**config.mk**
```make
export PLATFORM = sky130hd
export DESIGN_NAME = fetch_stage
export DESIGN_NICKNAME = d
export VERILOG_FILES = /design/src/rtl/rv64_pkg.sv /design/src/rtl/perf_counter.sv /design/src/rtl/fetch_stage.sv
export SDC_FILE = /design/constraint.sdc
export NUM_CORES = 1
export LEC_CHECK = 0
export BUFFER_PORTS_ARGS = -buffer_cell sky130_fd_sc_hd__buf_2
export CORE_MARGIN = 5
export CORE_UTILIZATION = 30
export CTS_CLUSTER_SIZE = 8
export DETAILED_ROUTE_END_ITERATION = 6
export PLACE_DENSITY = 0.62
export SKIP_LAST_GASP = 1
export SLEW_MARGIN = 10
export SYNTH_ARGS = -nofsm -noshare
export SYNTH_HDL_FRONTEND = slang
export SYNTH_SLANG_ARGS = --single-unit
```
**constraint.sdc**
```tcl
create_clock -name clk -period 2.2 [get_ports clk]
set_input_delay 0.33 -clock clk [delete_from_list [all_inputs] [get_ports clk]]
set_output_delay 0.33 -clock clk [all_outputs]
set_load 0.02 [all_outputs]
```
**src/rtl/rv64_pkg.sv**
```systemverilog
// ----------------------------------------------------------------------------
// rv64_pkg
// Shared RV64 front-end definitions: machine widths, the default reset fetch
// address and the fetch FSM state encoding.
// No ports (package).
// ----------------------------------------------------------------------------
package rv64_pkg;

    localparam int XLEN = 64;
    localparam int ILEN = 32;

    localparam logic [XLEN-1:0] RESET_PC_DEFAULT = 64'h0000_0000_8000_0000;

    // REQ   : request presented to imem, waiting for ready
    // WAIT  : one request outstanding, waiting for its response
    // HOLD  : response captured while decode was stalled
    // DRAIN : response of a flushed request still to come; it is dropped
    typedef enum logic [1:0] {
        ST_REQ   = 2'd0,
        ST_WAIT  = 2'd1,
        ST_HOLD  = 2'd2,
        ST_DRAIN = 2'd3
    } fetch_state_t;

endpackage : rv64_pkg

```
**src/rtl/perf_counter.sv**
```systemverilog
// ----------------------------------------------------------------------------
// perf_counter
// Free-running XLEN-bit event counter, wraps at 2^XLEN.
// Ports:
//   i_clk   - clock, rising edge
//   i_rst   - synchronous active-high reset, clears the count
//   i_en    - count enable, one increment per cycle while high
//   o_count - current count
// ----------------------------------------------------------------------------
module perf_counter
    import rv64_pkg::*;
(
    input  logic            i_clk,
    input  logic            i_rst,
    input  logic            i_en,
    output logic [XLEN-1:0] o_count
);

    logic [XLEN-1:0] r_count;

    always_ff @(posedge i_clk) begin
        if (i_rst) begin
            r_count <= '0;
        end else if (i_en) begin
            r_count <= r_count + 64'd1;
        end
    end

    assign o_count = r_count;

endmodule : perf_counter

```
**src/rtl/fetch_stage.sv**
```systemverilog
// ----------------------------------------------------------------------------
// fetch_stage
// RV64 instruction fetch: drives a single-outstanding instruction-memory
// request/response interface and loads the IF/ID register feeding decode.
// Handles decode stalls (response parked in a hold register) and branch
// flushes (redirect of pc_q, in-flight response drained).
//
// Parameters:
//   RESET_PC        - first fetch address after reset
// Ports:
//   clk, rst        - clock (rising edge), synchronous active-high reset
//   stall_if        - decode hazard stall, IF/ID holds while high
//   flush_id        - taken branch/jump: bubble IF/ID, redirect to redirect_pc
//   redirect_pc     - redirect target, used only with flush_id
//   imem_req_*      - request handshake (valid/addr out, ready in)
//   imem_rsp_*      - in-order read response, not held by memory
//   id_valid/pc/instr - IF/ID register
//   perf_fetched, perf_stall - performance counters
//
// Build option: define FETCH_PERF_CNT_EN to instantiate the performance
// counters; otherwise both counter outputs are constant zero.
// ----------------------------------------------------------------------------
module fetch_stage
    import rv64_pkg::*;
#(
    parameter logic [XLEN-1:0] RESET_PC = RESET_PC_DEFAULT
) (
    input  logic            clk,
    input  logic            rst,
    input  logic            stall_if,
    input  logic            flush_id,
    input  logic [XLEN-1:0] redirect_pc,
    output logic            imem_req_valid,
    output logic [XLEN-1:0] imem_req_addr,
    input  logic            imem_req_ready,
    input  logic            imem_rsp_valid,
    input  logic [ILEN-1:0] imem_rsp_data,
    output logic            id_valid,
    output logic [XLEN-1:0] id_pc,
    output logic [ILEN-1:0] id_instr,
    output logic [XLEN-1:0] perf_fetched,
    output logic [XLEN-1:0] perf_stall
);

    fetch_state_t    r_state;
    logic [XLEN-1:0] r_pc;
    logic [ILEN-1:0] r_hold_instr;
    logic            r_id_valid;
    logic [XLEN-1:0] r_id_pc;
    logic [ILEN-1:0] r_id_instr;

    fetch_state_t    w_state_nxt;
    logic [XLEN-1:0] w_pc_nxt;
    logic [ILEN-1:0] w_hold_nxt;
    logic            w_id_valid_nxt;
    logic [XLEN-1:0] w_id_pc_nxt;
    logic [ILEN-1:0] w_id_instr_nxt;
    logic            w_req_fire;

    // State register
    always_ff @(posedge clk) begin
        if (rst) begin
            r_state      <= ST_REQ;
            r_pc         <= RESET_PC;
            r_hold_instr <= '0;
            r_id_valid   <= 1'b0;
            r_id_pc      <= '0;
            r_id_instr   <= '0;
        end else begin
            r_state      <= w_state_nxt;
            r_pc         <= w_pc_nxt;
            r_hold_instr <= w_hold_nxt;
            r_id_valid   <= w_id_valid_nxt;
            r_id_pc      <= w_id_pc_nxt;
            r_id_instr   <= w_id_instr_nxt;
        end
    end

    assign w_req_fire = (r_state == ST_REQ) && imem_req_ready;

    // Next-state and IF/ID update
    always_comb begin
        w_state_nxt    = r_state;
        w_pc_nxt       = r_pc;
        w_hold_nxt     = r_hold_instr;
        w_id_valid_nxt = r_id_valid;
        w_id_pc_nxt    = r_id_pc;
        w_id_instr_nxt = r_id_instr;

        if (flush_id) begin
            // Flush beats stall. Only a request that is actually in flight
            // after this edge needs draining; a response landing in the
            // same cycle has already retired it.
            w_pc_nxt       = redirect_pc;
            w_id_valid_nxt = 1'b0;
            unique case (r_state)
                ST_REQ:   w_state_nxt = w_req_fire ? ST_DRAIN : ST_REQ;
                ST_WAIT:  w_state_nxt = imem_rsp_valid ? ST_REQ : ST_DRAIN;
                ST_HOLD:  w_state_nxt = ST_REQ;
                ST_DRAIN: w_state_nxt = imem_rsp_valid ? ST_REQ : ST_DRAIN;
                default:  w_state_nxt = ST_REQ;
            endcase
        end else begin
            // Bubble unless an instruction is delivered below.
            if (!stall_if) begin
                w_id_valid_nxt = 1'b0;
            end
            unique case (r_state)
                ST_REQ: begin
                    if (w_req_fire) begin
                        w_state_nxt = ST_WAIT;
                    end
                end
                ST_WAIT: begin
                    if (imem_rsp_valid) begin
                        if (stall_if) begin
                            // Memory does not hold the response; park it.
                            w_hold_nxt  = imem_rsp_data;
                            w_state_nxt = ST_HOLD;
                        end else begin
                            w_id_valid_nxt = 1'b1;
                            w_id_pc_nxt    = r_pc;
                            w_id_instr_nxt = imem_rsp_data;
                            w_pc_nxt       = r_pc + 64'd4;
                            w_state_nxt    = ST_REQ;
                        end
                    end
                end
                ST_HOLD: begin
                    if (!stall_if) begin
                        w_id_valid_nxt = 1'b1;
                        w_id_pc_nxt    = r_pc;
                        w_id_instr_nxt = r_hold_instr;
                        w_pc_nxt       = r_pc + 64'd4;
                        w_state_nxt    = ST_REQ;
                    end
                end
                ST_DRAIN: begin
                    if (imem_rsp_valid) begin
                        w_state_nxt = ST_REQ;
                    end
                end
                default: w_state_nxt = ST_REQ;
            endcase
        end
    end

    // The address is pc_q, which only changes on delivery or flush, so it is
    // stable for the whole time the request waits for ready.
    assign imem_req_valid = (r_state == ST_REQ) && !rst;
    assign imem_req_addr  = r_pc;

    assign id_valid = r_id_valid;
    assign id_pc    = r_id_pc;
    assign id_instr = r_id_instr;

`ifdef FETCH_PERF_CNT_EN
    // Outside stall/flush, IF/ID is valid next cycle only on a delivery.
    logic w_fetch_en;
    assign w_fetch_en = !stall_if && !flush_id && w_id_valid_nxt;

    perf_counter u_perf_fetched (
        .i_clk   (clk),
        .i_rst   (rst),
        .i_en    (w_fetch_en),
        .o_count (perf_fetched)
    );

    perf_counter u_perf_stall (
        .i_clk   (clk),
        .i_rst   (rst),
        .i_en    (stall_if),
        .o_count (perf_stall)
    );
`else
    assign perf_fetched = '0;
    assign perf_stall   = '0;
`endif

endmodule : fetch_stage

```
# After elaboration in Yosys (flattened, before gate mapping)

Cells that the tools add are included.
Widths: inputs -> output; s select.

Flip-flop bits (word level): 195
Output and inout bits: 290
Logic and storage cells: 56

Bitwise logic cells: 1
Multiplexer cells: 25
Add/sub/neg operators: 1
Reductions and logical operators: 13
Equality and inequality tests: 10

Operator list:

| kind                  | number |
|---|---|
| $mux 64               | 5 |
| $pmux 64 s2           | 2 |
| $mux 32               | 3 |
| $add 64x3->64 const B | 1 |
| $pmux 32 s2           | 1 |
| $mux 2                | 8 |
| $ne 3x3->1 const B    | 4 |
| $pmux 2 s4            | 1 |
| $reduce_and 4->1      | 2 |
| $ne 2x2->1 const B    | 3 |
| $pmux 2 s3            | 1 |
| $reduce_and 5->1      | 1 |
| $eq 2x2->1 const B    | 2 |
| $reduce_or 2->1       | 2 |
| $mux 1                | 3 |
| $reduce_and 3->1      | 1 |
| $reduce_bool 3->1     | 1 |
| $eq 2x1->1 const B    | 1 |
| $logic_and 1x1->1     | 2 |
| $logic_not 2->1       | 1 |
| $pmux 1 s2            | 1 |
| $reduce_and 2->1      | 1 |
| $reduce_bool 2->1     | 1 |
| $logic_not 1->1       | 1 |
| $not 1->1             | 1 |

# Longest topological paths before layout

Gate-level depths: netlist of run 1.

Depth in word-level cells: 5
Depth in mapped cells: 10
Depth with buffers taken out: 7

# Least setup slack after synthesis of run 1

OpenSTA, ideal clock, no wires.

Path type: reg2reg
Start: register r_state[1]
End: register r_pc[56] (netlist: imem_req_addr[56])
Cell stages (with the launch flop): 8
Arrival: 2.223 ns
Clock period less this slack: 2.314 ns
Slack: -0.114 ns
Buffers on the path: 0
Cell sequence: dfxtp_1 > inv_1 > ha_1 > mux2i_2 > nor4_4 > nand4_1 > or4_1 > a311oi_1

Word-level cells in the longest chain between the ends: 3

Ends and longest elaborated chain:

| element                                     | line               | text |
|---|---|---|
| start, declared                             | fetch_stage.sv:45  | `fetch_state_t r_state;` |
| start signal, assigned                      | fetch_stage.sv:70  | `r_state <= w_state_nxt;` |
| $eq 2x2->1 or $eq 2x1->1 (tied branches)    | fetch_stage.sv:108 | `unique case (r_state)` |
| $pmux 64 s2, or another cell as far along   | fetch_stage.sv:108 |  |
| $mux 64 or $reduce_and 2->1 (tied branches) | n/a                |  |
| end signal, assigned                        | fetch_stage.sv:71  | `r_pc <= w_pc_nxt;` |
| end, declared                               | fetch_stage.sv:46  | `logic [XLEN-1:0] r_pc;` |

Several ways; a longest one is shown, not always the timed one.
A chain may end at the register's enable or synchronous reset.

# Worst setup path after layout of run 1

Start: register r_state[1]
End: register r_pc[43] (netlist: imem_req_addr[43])

Same word-level chain as after synthesis.

==> results of run 1 <==
==> stage by stage <==
stage                     total power [mW]  cell area (sq um)
final                                 9.09              12600
after global routing                  9.57              12600
after CTS                             9.20              12400
after detailed placement              6.11              11900
after global placement                6.09              11900
after floorplan                       5.49              10300
==> worst min-delay path: stages <==
cell	delay, ns
buf_2	0.07
mux2i_1	0.05
nor2_1	0.07
==> state kept, by name, indices dropped and copies added, names as in the netlist <==
register and count:
id_pc 64, imem_req_addr 64, id_instr 32, r_hold_instr 32
id_valid 1, r_state 2
==> logic make-up after synthesis <==
| family | after synthesis | synth area share [%] |
|---|---|---|
| XOR/XNOR | 27 | 2.42 |
| adder cells (fa/ha/maj) | 6 | 0.767 |
| multiplexers | 35 | 3.62 |
| AND/OR/NAND/NOR | 492 | 23.9 |
| other | 1 | 0.0383 |
| AO/OA/AOI/OAI | 243 | 16.1 |
| buffers and inverters | 220 | 13.4 |
| flip-flops | 195 | 39.9 |
==> power by group through the flow <==
stage	clock, mW	sequential (mW)	combinational, mW
4_1_cts	3.16	3.95	2.10
5_1_grt	3.29	3.99	2.30
6_report	3.03	3.96	2.11
2_1_floorplan	0	4.32	1.17
3_5_place_dp	0	4.02	2.09
3_3_place_gp	0	4.02	2.07
==> worst max-delay path by stage <==
stage                              endpoint  cells after the start  slack [ns]       start
after floorplan           imem_req_addr[61]                      7      -0.009  r_state[1]
after global placement    imem_req_addr[17]                      7        0.01  r_state[1]
after detailed placement  imem_req_addr[57]                      7       -0.04  r_state[1]
after CTS                 imem_req_addr[17]                      7       0.008  r_state[1]
after global routing      imem_req_addr[35]                      8       -0.07  r_state[1]
final                     imem_req_addr[43]                      8        0.06  r_state[1]
==> area by class of cell <==
class	count	share of cell area, %
well taps	442	4.39
diodes	2	0.0397
clock buffers	18	3.41
repair buffers	386	18.4
clock inverters	14	0.993
inverters	15	0.457
flip-flops and latches	195	31.1
multi-input cells	931	41.2
==> routing by layer <==
metal / wire length (um) / part of all wire [%] / vias up / track usage, %
met4: 562 / 1.7 / 12 / 5.19
met2: 15600 / 47 / 345 / 28.1
met1: 14000 / 43 / 4426 / 22.0
met5: 72 / 0.22 / - / 0
met3: 2630 / 8.0 / 45 / 5.31
li1: - / - / 4669 / -
==> cells in the mapped netlist (2+ instances only) <==
| cell | number | share of area (%) |
|---|---|---|
| a2111oi_0 | 4 | 0.36 |
| a211oi_1 | 58 | 4.4 |
| a21oi_1 | 106 | 5.4 |
| a311oi_1 | 22 | 2.0 |
| a31oi_1 | 7 | 0.45 |
| a41oi_1 | 2 | 0.18 |
| and2_1 | 6 | 0.38 |
| and3_1 | 16 | 1.0 |
| and4_1 | 10 | 0.89 |
| buf_1 | 10 | 0.38 |
| buf_2 | 2 | 0.10 |
| buf_4 | 128 | 9.8 |
| clkbuf_1 | 65 | 2.5 |
| dfxtp_1 | 195 | 40 |
| ha_1 | 6 | 0.77 |
| inv_1 | 15 | 0.58 |
| mux2i_1 | 34 | 3.5 |
| nand2_1 | 238 | 9.1 |
| nand3_1 | 27 | 1.4 |
| nand3b_1 | 6 | 0.46 |
| nand4_1 | 26 | 1.7 |
| nand4_2 | 2 | 0.26 |
| nor2_1 | 92 | 3.5 |
| nor2b_1 | 3 | 0.19 |
| nor3_1 | 12 | 0.61 |
| nor4_1 | 10 | 0.64 |
| nor4_4 | 3 | 0.65 |
| nor4b_1 | 3 | 0.27 |
| o211ai_1 | 9 | 0.69 |
| o21a_1 | 3 | 0.23 |
| o21ai_0 | 11 | 0.56 |
| o21bai_1 | 3 | 0.23 |
| o31ai_1 | 11 | 0.84 |
| or3_1 | 13 | 0.83 |
| or4_1 | 18 | 1.4 |
| xnor2_1 | 10 | 0.89 |
| xor2_1 | 17 | 1.5 |
==> repair_timing <==
action | in CTS | in global routing
pin swaps | 3 | 6
gates resized for setup | 0 | 28
endpoints found under the setup margin | 6 | 63
buffers inserted | 2 | 8
==> reports/results.ini, run 1 <==
[status]
status=finished, final reports clean

[timing]
max_freq_mhz=467
max_slew_margin_pct=62.2
finalCritPeriodShare_pct=97.3
timing.final.ws_setup_ns=0.0586
layout_min_cycle_time_ns=2.14
rsz0062_at_grt=true
maxSlewViolCount=0
hold_ws_ns=0.115
setup-violations-final=0
finalHoldViolCount=0
setup_tns_ns=0
clock-skew-final_ns=0.0137
worstMarginPinSlew_ns=0.568

[logic_synthesis]
synth-seq-cells=195
postSynthCellCount=1219
synth_edf_count=0
async_reset_ff_share_pct=0
synth.avg_cell_area_sq_um=8.03
ys.flop_type=dfxtp_1
ys_seq_area_share_pct=39.9
ys_warn_count=0
ys_types=53
netlist_area_sq_um=9790

[clock_network]
cts_tree=done
clk_path_buf_depth=2
cts_hold_buf=0
clk_pin_slew_ns=0.08
cts-root-buf=clkbuf_16
htree_levels=4
clock_sinks=195
clk_latency_ns=0.45
cts_buffers=17

[layout]
utilization_pct=38.9
final_net_count=1654
ff_latch_area_sq_um=3930
final_common_cell=buf_2
drive_gt1_share_pct=29.9
multi_input_area_sq_um=5190
syn_to_final_growth_pct=28.7
fillers=3375
instances_no_fill=2003
layout_common_cells=262 x buf_2, 236 x nand2_1, 182 x dfxtp_1

[setup_path]
crit_buf_inv=2
path_cells=inv_2 > ha_4 > mux2i_4 > nor4_4 > buf_4 > nand4_1 > or3_4 > a311oi_2
cp.required_ns=2.57
setup.worst_path.start_class=flip-flop
r2r_end=imem_req_addr[43]
cp_max_fo=7
criticalPathCategory=reg -> reg
slowest_stage=or3_4
rrSetupSlack_ns=0.06
cp.arrival_ns=2.51
critPathCaptureType=flip-flop
crit_family=simple AND/OR/NAND/NOR gates
reg2reg_depth=8
reg2reg_from=r_state[1]
cpPeakStageDelay_ns=0.41

[power]
power_density_nw_per_um2=721
pwr-share-comb_pct=23.2
p_sw_mw=3.10
intPower_mw=6.00
p_clk_share_pct=33.3
vdd_drop_max_v=0.000557
swShare_pct=34.1
power_frac_seq_pct=43.5
p_leak_nw=5.26

[flow_run]
cap_viol_max_count=0

[place]
pre_cts_ws_ns=-0.0441
numPortBuffers=263
gp_congestion=0.849
dp.cells=1959
dp_hpwl_mm=25.1

[drt]
post_drt_wl_per_cell_um=16.4
drt_iter0_drc=450
firstDrtPassIters=5
wirelength_mm=32.9
post-route-drc-count=0
postRouteAntennaNets=0
avgViaCountPerCell=4.74
vias=9497

[die]
rows=66
pin_count=392
design.core.area_sq_um=32400
start_util_pct=30.2
die_h_um=191
die_w_um=191
die_area_sq_um=36300

[global_route]
antenna_found_initial=7
track_usage_pct=17.2
overflow=0
grt_max_degree=70
grt_pass1_vias=8867
grt_pass1_wl_mm=49.4

[worst_hold_path]
hold_path_class=in -> reg
hold_start=redirect_pc[1]
worstHoldEndpoint=imem_req_addr[1]
hold_depth=3

No activity file was read; power rests on OpenSTA's default activity.
==> inputs of run 2 (changes only) <==
PLACE_DENSITY = 0.6   (was 0.62)
clock period = 2.6 ns   (was 2.2 ns; I/O delays follow)
==> run 2 against run 1 <==
Wire length decreased by 1.5%. Setup slack improved by 0.13 ns. Register-to-register slack improved by 0.13 ns. Clock-buffer cell count unchanged. Core utilization decreased by 1.8 points. Global-route usage decreased by 0.36 points. Sequential share of layout area increased by 1.3 points. Largest power group unchanged.
==> reports/results.ini, run 2 (synthesized netlist as in run 1, its figures left out) <==
[status]
status=finished, final reports clean

[global_route]
overflow=0
grt_pass1_vias=8607
grt_max_degree=58
grt_pass1_wl_mm=48.8
antenna_found_initial=9
track_usage_pct=16.9

[drt]
drt_iter0_drc=527
post-route-drc-count=0
post_drt_wl_per_cell_um=16.8
wirelength_mm=32.5
avgViaCountPerCell=4.81
postRouteAntennaNets=0
firstDrtPassIters=7
vias=9295

[place]
numPortBuffers=263
gp_congestion=0.825
dpl_cell_area_sq_um=11300
dp_hpwl_mm=24.2

[power]
vdd_drop_max_v=0.000548
power_density_nw_per_um2=666
finalPower_mw=8.01
p_leak_nw=4.96

[setup_path]
setup.worst_path.start_class=flip-flop
cp_max_fo=7
criticalPathCategory=reg -> reg
cp.required_ns=2.91
cp.arrival_ns=2.72
r2r_end=imem_req_addr[57]
reg2reg_depth=10
reg2reg_from=r_state[1]
critPathCaptureType=flip-flop
rrSetupSlack_ns=0.19

[clock_network]
cts_hold_buf=0
htree_levels=4
cts_tree=done
clk_latency_ns=0.46
cts_buffers=17
clk_pin_slew_ns=0.08
clock_sinks=195
clk_path_buf_depth=2
cts-root-buf=clkbuf_16

[timing]
worstMarginPinSlew_ns=0.628
setup_tns_ns=0
max_freq_mhz=415
finalHoldViolCount=0
clock-skew-final_ns=0.0130
finalCritPeriodShare_pct=92.6
maxSlewViolCount=0
layout_min_cycle_time_ns=2.41
setup-violations-final=0
max_slew_margin_pct=58.1

[layout]
syn_to_final_growth_pct=22.8
layout_common_cells=262 x buf_2, 237 x nand2_1, 195 x dfxtp_1
drive_gt1_share_pct=24.6
final_common_cell=buf_2
design_area_sq_um=12000
final_net_count=1585

[die]
die_w_um=191
start_util_pct=30.2
rows=66
design.core.area_sq_um=32400
die_h_um=191
die_area_sq_um=36300
pin_count=392

[flow_run]
cap_viol_max_count=0

[worst_hold_path]
hold_path_class=in -> reg
worstHoldEndpoint=imem_req_addr[1]
hold_start=redirect_pc[1]
hold_depth=3

==> run 2: metal layers <==
layer  up-vias  part of all wire, %  GRT usage, %
li1       4550                    -             -
met1      4374                   42          21.0
met2       318                   48          28.3
met3        43                  8.3          5.64
met4        10                  1.4          4.03
met5         -                 0.18             0
==> run 2: power breakdown <==
| part | internal (mW) | leakage, nW | switching [mW] |
|---|---|---|---|
| combinational | 0.532 | 3.05 | 1.10 |
| clock | 1.68 | 0.322 | 1.32 |
| sequential | 3.20 | 1.59 | 0.185 |
| total | 5.40 | 4.96 | 2.61 |
==> run 2: worst max path at each step <==
stage	start	endpoint	slack, ns	depth (start not counted)
after floorplan	r_state[1]	imem_req_addr[56]	0.29	7
after global placement	r_state[1]	imem_req_addr[38]	0.24	9
after detailed placement	r_state[1]	imem_req_addr[38]	0.11	9
after CTS	r_state[1]	imem_req_addr[38]	0.1	9
after global routing	r_state[1]	imem_req_addr[35]	-0.01	9
final	r_state[1]	imem_req_addr[57]	0.19	10
==> run 2: area by class of cell <==
type / instances / area [sq um]
Clock buffer: 18 / 439
Multi-Input combinational cell: 931 / 5070
Inverter: 15 / 57.6
Sequential cell: 195 / 3900
Clock inverter: 14 / 215
Tap cell: 442 / 553
Antenna cell: 2 / 5.00
Timing Repair Buffer: 317 / 1780
Fill cell: 3524 / 20300
==> run 2: critical path: stages, from the launching register on <==
cell and delay [ns]:
dfxtp_1 0.36, inv_1 0.10, ha_1 0.22, mux2i_2 0.19, buf_4 0.18, nor4_1 0.22, buf_4 0.18, nand4_1 0.21
buf_4 0.23, nor4_1 0.32, a2111oi_2 0.06
==> run 2: metrics by stage <==
stage                     instances  utilization [%]  hold slack [ns]  setup WS, ns
after CTS                      1929             37.0            0.142        0.0974
after detailed placement       1897             35.0            0.443         0.112
after global routing           1934             37.1            0.165       -0.0135
after floorplan                1346                -            0.436         0.286
after global placement         1897             35.0            0.438         0.240
final                          1934             37.1            0.165         0.193
==> run 2: repair_timing <==
item	CTS	global route
setup endpoints to repair	0	7
setup buffers	0	3
gates resized for setup	0	2
